`src/rtl/spi_master_if.sv`:
```
// Host byte-stream handshake plus SPI pins for spi_master.
interface spi_master_if;
   logic       tx_valid;
   logic       tx_ready;
   logic [7:0] tx_data;
   logic       tx_last;
   logic       rx_valid;
   logic [7:0] rx_data;
   logic       busy;
   logic       SCK;
   logic       MOSI;
   logic       MISO;
   logic       SSEL;

   modport master (
      input  tx_valid, tx_data, tx_last, MISO,
      output tx_ready, rx_valid, rx_data, busy, SCK, MOSI, SSEL
   );

   modport slave (
      output tx_valid, tx_data, tx_last, MISO,
      input  tx_ready, rx_valid, rx_data, busy, SCK, MOSI, SSEL
   );
endinterface

```
`src/rtl/spi_master.sv`:
```
// Mode-0 SPI master, MSB first, 8-bit frames, SSEL held low across bursts.
// Define SPI_LOOPBACK_EN to sample the MOSI register instead of the MISO pin.
module spi_master #(
   parameter int unsigned CLK_DIV = 4
) (
   input  logic          clk,
   input  logic          rst_n,
   spi_master_if.master  bus_io
);

   if ((CLK_DIV < 2) || (CLK_DIV > 255)) begin : g_bad_div
      $error("spi_master: CLK_DIV must be in 2..255");
   end

   localparam logic [7:0] HalfLast = 8'(CLK_DIV - 1);

   typedef enum logic [2:0] {StIdle, StSetup, StShift, StWait, StHold, StGap} state_e;

   state_e     state_q, state_d;
   logic [7:0] cnt_q, cnt_d;
   logic [2:0] bit_q, bit_d;
   logic [7:0] shift_q, shift_d;
   logic       last_q, last_d;
   logic       lead_q, lead_d;
   logic       sck_q, sck_d;
   logic       mosi_q, mosi_d;
   logic       rx_valid_q, rx_valid_d;
   logic [7:0] rx_data_q, rx_data_d;

   logic       tx_ready_w;
   logic       accept;
   logic       tick;
   logic       sample_bit;

`ifdef SPI_LOOPBACK_EN
   assign sample_bit = mosi_q;
`else
   assign sample_bit = bus_io.MISO;
`endif

   assign accept = bus_io.tx_valid && tx_ready_w;
   assign tick   = (cnt_q == HalfLast);

   always_ff @(posedge clk or negedge rst_n) begin
      if (!rst_n) begin
         state_q    <= StIdle;
         cnt_q      <= 8'd0;
         bit_q      <= 3'd0;
         shift_q    <= 8'd0;
         last_q     <= 1'b0;
         lead_q     <= 1'b0;
         sck_q      <= 1'b0;
         mosi_q     <= 1'b0;
         rx_valid_q <= 1'b0;
         rx_data_q  <= 8'h00;
      end else begin
         state_q    <= state_d;
         cnt_q      <= cnt_d;
         bit_q      <= bit_d;
         shift_q    <= shift_d;
         last_q     <= last_d;
         lead_q     <= lead_d;
         sck_q      <= sck_d;
         mosi_q     <= mosi_d;
         rx_valid_q <= rx_valid_d;
         rx_data_q  <= rx_data_d;
      end
   end

   always_comb begin
      state_d    = state_q;
      cnt_d      = cnt_q;
      bit_d      = bit_q;
      shift_d    = shift_q;
      last_d     = last_q;
      lead_d     = lead_q;
      sck_d      = sck_q;
      mosi_d     = mosi_q;
      rx_valid_d = 1'b0;
      rx_data_d  = rx_data_q;
      unique case (state_q)
         StIdle: begin
            if (accept) begin
               state_d = StSetup;
               shift_d = bus_io.tx_data;
               last_d  = bus_io.tx_last;
               mosi_d  = bus_io.tx_data[7];
               cnt_d   = 8'd0;
               bit_d   = 3'd0;
               lead_d  = 1'b0;
            end
         end
         StSetup: begin
            if (tick) begin
               state_d = StShift;
               cnt_d   = 8'd0;
               sck_d   = 1'b1;
               shift_d = {shift_q[6:0], sample_bit};
            end else begin
               cnt_d = cnt_q + 8'd1;
            end
         end
         StShift: begin
            if (!tick) begin
               cnt_d = cnt_q + 8'd1;
            end else begin
               cnt_d = 8'd0;
               if (sck_q) begin
                  sck_d = 1'b0;
                  bit_d = bit_q + 3'd1;
                  if (bit_q != 3'd7) mosi_d = shift_q[7];
               end else if ((bit_q == 3'd0) && !lead_q) begin
                  // Low half after the 8th fall has elapsed: frame complete.
                  rx_valid_d = 1'b1;
                  rx_data_d  = shift_q;
                  state_d    = last_q ? StHold : StWait;
               end else begin
                  sck_d   = 1'b1;
                  lead_d  = 1'b0;
                  shift_d = {shift_q[6:0], sample_bit};
               end
            end
         end
         StWait: begin
            if (accept) begin
               // Preloaded count gives the first rise H cycles after accept.
               state_d = StShift;
               shift_d = bus_io.tx_data;
               last_d  = bus_io.tx_last;
               mosi_d  = bus_io.tx_data[7];
               cnt_d   = 8'd1;
               bit_d   = 3'd0;
               lead_d  = 1'b1;
            end
         end
         StHold: begin
            if (tick) begin
               state_d = StGap;
               cnt_d   = 8'd0;
            end else begin
               cnt_d = cnt_q + 8'd1;
            end
         end
         StGap: begin
            if (tick) begin
               state_d = StIdle;
               cnt_d   = 8'd0;
            end else begin
               cnt_d = cnt_q + 8'd1;
            end
         end
         default: state_d = StIdle;
      endcase
   end

   always_comb begin
      tx_ready_w      = rst_n && ((state_q == StIdle) || (state_q == StWait));
      bus_io.tx_ready = tx_ready_w;
      bus_io.busy     = (state_q != StIdle);
      bus_io.SSEL     = (state_q == StIdle) || (state_q == StGap);
      bus_io.SCK      = sck_q;
      bus_io.MOSI     = mosi_q;
      bus_io.rx_valid = rx_valid_q;
      bus_io.rx_data  = rx_data_q;
   end

endmodule

```
`src/flat_wrapper.sv`:
```
// flat-port wrapper written by rule: the top's interface ports become plain ports
module spi_master_flat 
#(
   parameter int unsigned CLK_DIV = 4
)
  (clk, rst_n, bus_io_tx_valid, bus_io_tx_data, bus_io_tx_last, bus_io_MISO, bus_io_tx_ready, bus_io_rx_valid, bus_io_rx_data, bus_io_busy, bus_io_SCK, bus_io_MOSI, bus_io_SSEL);
  spi_master_if bus_io_i ();
  input  logic clk;
  input  logic rst_n;
  input wire logic [$bits(bus_io_i.tx_valid)-1:0] bus_io_tx_valid;
  input wire logic [$bits(bus_io_i.tx_data)-1:0] bus_io_tx_data;
  input wire logic [$bits(bus_io_i.tx_last)-1:0] bus_io_tx_last;
  input wire logic [$bits(bus_io_i.MISO)-1:0] bus_io_MISO;
  output wire logic [$bits(bus_io_i.tx_ready)-1:0] bus_io_tx_ready;
  output wire logic [$bits(bus_io_i.rx_valid)-1:0] bus_io_rx_valid;
  output wire logic [$bits(bus_io_i.rx_data)-1:0] bus_io_rx_data;
  output wire logic [$bits(bus_io_i.busy)-1:0] bus_io_busy;
  output wire logic [$bits(bus_io_i.SCK)-1:0] bus_io_SCK;
  output wire logic [$bits(bus_io_i.MOSI)-1:0] bus_io_MOSI;
  output wire logic [$bits(bus_io_i.SSEL)-1:0] bus_io_SSEL;
  assign bus_io_i.tx_valid = bus_io_tx_valid;
  assign bus_io_i.tx_data = bus_io_tx_data;
  assign bus_io_i.tx_last = bus_io_tx_last;
  assign bus_io_i.MISO = bus_io_MISO;
  assign bus_io_tx_ready = bus_io_i.tx_ready;
  assign bus_io_rx_valid = bus_io_i.rx_valid;
  assign bus_io_rx_data = bus_io_i.rx_data;
  assign bus_io_busy = bus_io_i.busy;
  assign bus_io_SCK = bus_io_i.SCK;
  assign bus_io_MOSI = bus_io_i.MOSI;
  assign bus_io_SSEL = bus_io_i.SSEL;
  spi_master #(.CLK_DIV(CLK_DIV)) u_core (.clk(clk), .rst_n(rst_n), .bus_io(bus_io_i));
endmodule
```
`config.mk`:
```
export PLATFORM = sky130hd
export DESIGN_NAME = spi_master_flat
export DESIGN_NICKNAME = d
export VERILOG_FILES = /design/src/rtl/spi_master_if.sv /design/src/rtl/spi_master.sv /design/src/flat_wrapper.sv
export SDC_FILE = /design/constraint.sdc
export NUM_CORES = 1
export LEC_CHECK = 0
export CAP_MARGIN = 10
export CORE_UTILIZATION = 45
export DETAILED_ROUTE_END_ITERATION = 10
export DONT_BUFFER_PORTS = 1
export GPL_TIMING_DRIVEN = 0
export PLACE_DENSITY = 0.6
export SLEW_MARGIN = 20
export SYNTH_ARGS = -nofsm -noshare
export SYNTH_HDL_FRONTEND = slang
export SYNTH_SLANG_ARGS = --single-unit
```
`constraint.sdc`:
```
create_clock -name clk -period 2.99 [get_ports clk]
set_input_delay 0.7475 -clock clk [delete_from_list [all_inputs] [get_ports clk]]
set_output_delay 0.7475 -clock clk [all_outputs]
set_load 0.02 [all_outputs]
```
==> metrics <==
run status=finished, final reports clean; Post-Syn Area=around 0.002 mm^2; GRT overflow=0; Final setup viols=0; top post-synthesis cells by area=dfrtp_1 43%, mux2_2 16%, ha_1 2.4%; Residual DRC=0; Worst-path clk slew=~80 ps; fin area=between 0.002 and 0.0025 mm^2; Comb pwr share=52.8%; Cell Int Power=approximately 1.6 mW; crit share post-route=between 80% and 90%; clock sinks=35; Root Buffer=clkbuf_8; Final Worst Setup Slack=a little under 400 ps; EDFF count, synth=0; hold buffers post-CTS=0; syn nets=between 200 and 250; CP Cell Sequence=clkdlybuf4s15_2 > clkbuf_1 > nand2_1 > a21oi_1; hpwl dp=around 3 mm; insertion delay to the later sink of the worst-skew pair=around 290 ps; power per cell area=approximately 1200 mW/mm^2; WP data arrival=between 1500 and 2000 ps; Place WS=479.6 ps; Vias=1,506; largest net degree at the start of global routing=40; area grow syn2layout=7.988%; CP endpoint kind=output port; clock skew=between 7 and 8 ps; Setup TNS=0 ps; worst-margin pin slew=~700 ps; GP Congestion=approximately 0.94; Fill cells=roughly 400; yosys warns=0; H-Tree Depth=2; Post-Syn Area per Cell=11.15 um^2; Initial Util=between 40% and 50%; global-route wire length before repair=a little over 7 mm; multi-input logic area=approximately 0.0011 mm^2; Num CTS Buffers=5; CTS max path bufs=2; number of gates resized after cts=0; Largest stage delay, worst path=approximately 430 ps; utilization after layout=about half; share of the synthesized area in the top cell type=42.68%; CTS tree=yes; share of post-route cells with drive strength above 1=between 30 and 40%; Worst Path Max Fanout=10; input/output buffers=0; vias per cell=6.172; Setup Fix Bufs, Post-CTS=0; Synth Instances=between 150 and 200; leak pwr=roughly 0.95 nW; die area=approximately 0.0048 mm^2; Post-synth top cells=35 x dfrtp_1, 30 x mux2_2, 12 x nand2_1; VDD IR-drop max=~0.00051 V; top_reg_cell synth=dfrtp_1; initial drt markers=79; Core Box Area=about 0.0044 mm^2; die height=roughly 70 um; unrepaired setup endpoints after global routing=no; startpoint types=flip-flop; Final Hold Fails=0; Worst Hold Class=input port to async pin; most common cell in the netlist=dfrtp_1; Post-Route WL=4.189 mm; Async SR Flop Fraction=between 90% and 100%; Nets=~210; Sw Ratio=around two fifths; antenna cells=0; max frequency=approximately 390 MHz; Fin Hold WS=roughly 140 ps; Cell variety after synth=55; remaining antenna violation count=0; area post-placement=0.002117 mm^2; All-Layer GR Usage=a little under a fifth; Clock power frac=between 10 and 15%; Slew HR=between 50% and 60%; CP Data Required Time=between 2000 and 2500 ps; crit path kind=flip-flop to output port; row count=24; number of synthesized register bits=35; Pre-Repair DR Iteration Count=6; Yosys top cell by area=dfrtp_1; vias in the first global route=approximately 1,500; DIE WIDTH=just under 70 um; Avg WL per Cell=about 17 um; max-slew violation count=0; Seq pwr share=between 30% and 40%; fin crit period=2597 ps; sequential fraction of the synthesis area=between 40% and 50%; I/O pins=27; Max Cap Violations=0; NetSw=~1.1 mW; slowest CP cell=a21oi_1; Sequential cell area=875.8 um^2; initial antenna violation count=0
power by group through the flow:
stage / Combinational, mW / Sequential (mW) / Clock (mW)
after floorplan: 1.18 / 0.835 / 0
after global placement: 1.35 / 0.873 / 0
after detailed placement: 1.39 / 0.885 / 0
after CTS: 1.40 / 0.875 / 0.380
after global routing: 1.53 / 0.902 / 0.399
final: 1.40 / 0.874 / 0.371
critical path: cells and delay by family, from the launching register on:
| family | cells | cell delay (ps) |
|---|---|---|
| AND/OR/NAND/NOR | 1 | 100 |
| flip-flops | 1 | 330 |
| AO/OA/AOI/OAI | 1 | 430 |
| buffers and inverters | 2 | 700 |
final timing paths:
path,cells past startpoint,slack (ps),endpoint,startpoint
max in group asynchronous,0,2760,u_core.bus_io.MOSI,rst_n
worst max register to register,5,460,u_core.shift_q[1],u_core.cnt_q[0]
worst min register to register,1,540,u_core.bus_io.rx_data[3],u_core.shift_q[3]
worst max-delay path,4,390,bus_io_SSEL,u_core.state_q[2]
worst min-delay path,0,140,u_core.cnt_q[4],rst_n
min in group clk,1,540,u_core.bus_io.rx_data[3],u_core.shift_q[3]
state kept, by name, indices dropped and copies added, names as in the netlist:
register,count
u_core.bus_io.rx_data,8
u_core.cnt_q,8
u_core.lead_q,1
u_core.shift_q,8
u_core.bus_io.rx_valid,1
u_core.state_q,3
u_core.bus_io.MOSI,1
u_core.last_q,1
u_core.bus_io.SCK,1
u_core.bit_q,3
metal layers:
metal	share of wire (%)	GRT usage, %
met1	45	23.36
met2	48	31.07
met5	0	0
met3	5.3	5.814
met4	1.4	5.215
layout make-up:
type	instances	area share [%]
clock buffer	6	3.727
inverter	8	1.355
sequential	35	39.53
clock inverter	2	0.7340
buffer	9	2.597
tap	52	2.936
multi-input combinational	132	49.12
stage by stage:
step / power (mW) / cells
after floorplan: 2.011 / 184
after global placement: 2.223 / 236
after detailed placement: 2.276 / 236
after CTS: 2.653 / 244
after global routing: 2.829 / 244
final: 2.641 / 244
layout by cell type, fill, tap and decap left out, drive strengths merged, types with 3 or more instances in the layout:
cell / Yosys / layout
a21oi: 6 / 6
clkbuf: 4 / 10
nand2: 13 / 13
mux2: 30 / 30
nand3: 7 / 7
a31oi: 4 / 4
inv: 8 / 8
nor3: 4 / 4
a211o: 3 / 3
dfrtp: 35 / 35
ha: 4 / 4
mux2i: 4 / 4
buf: 4 / 4
nor2: 5 / 5
and3: 4 / 4
a22o: 3 / 3
and2: 3 / 3
a211oi: 5 / 5
o21ai: 6 / 6
cell families (layout without fill, tap and decap cells):
group / count (synthesis) / in the layout / share of synthesized area, %
buffers and inverters: 17 / 25 / 4.268
and+or+nand+nor: 47 / 47 / 13.54
AOI/OAI and AO/OA: 44 / 44 / 17.32
muxes: 34 / 34 / 18.41
DFF: 35 / 35 / 42.68
adders and majority gates: 5 / 5 / 2.927
xor gates and xnor gates: 2 / 2 / 0.8538
Note: power is estimated with default switching activity, not from simulation.
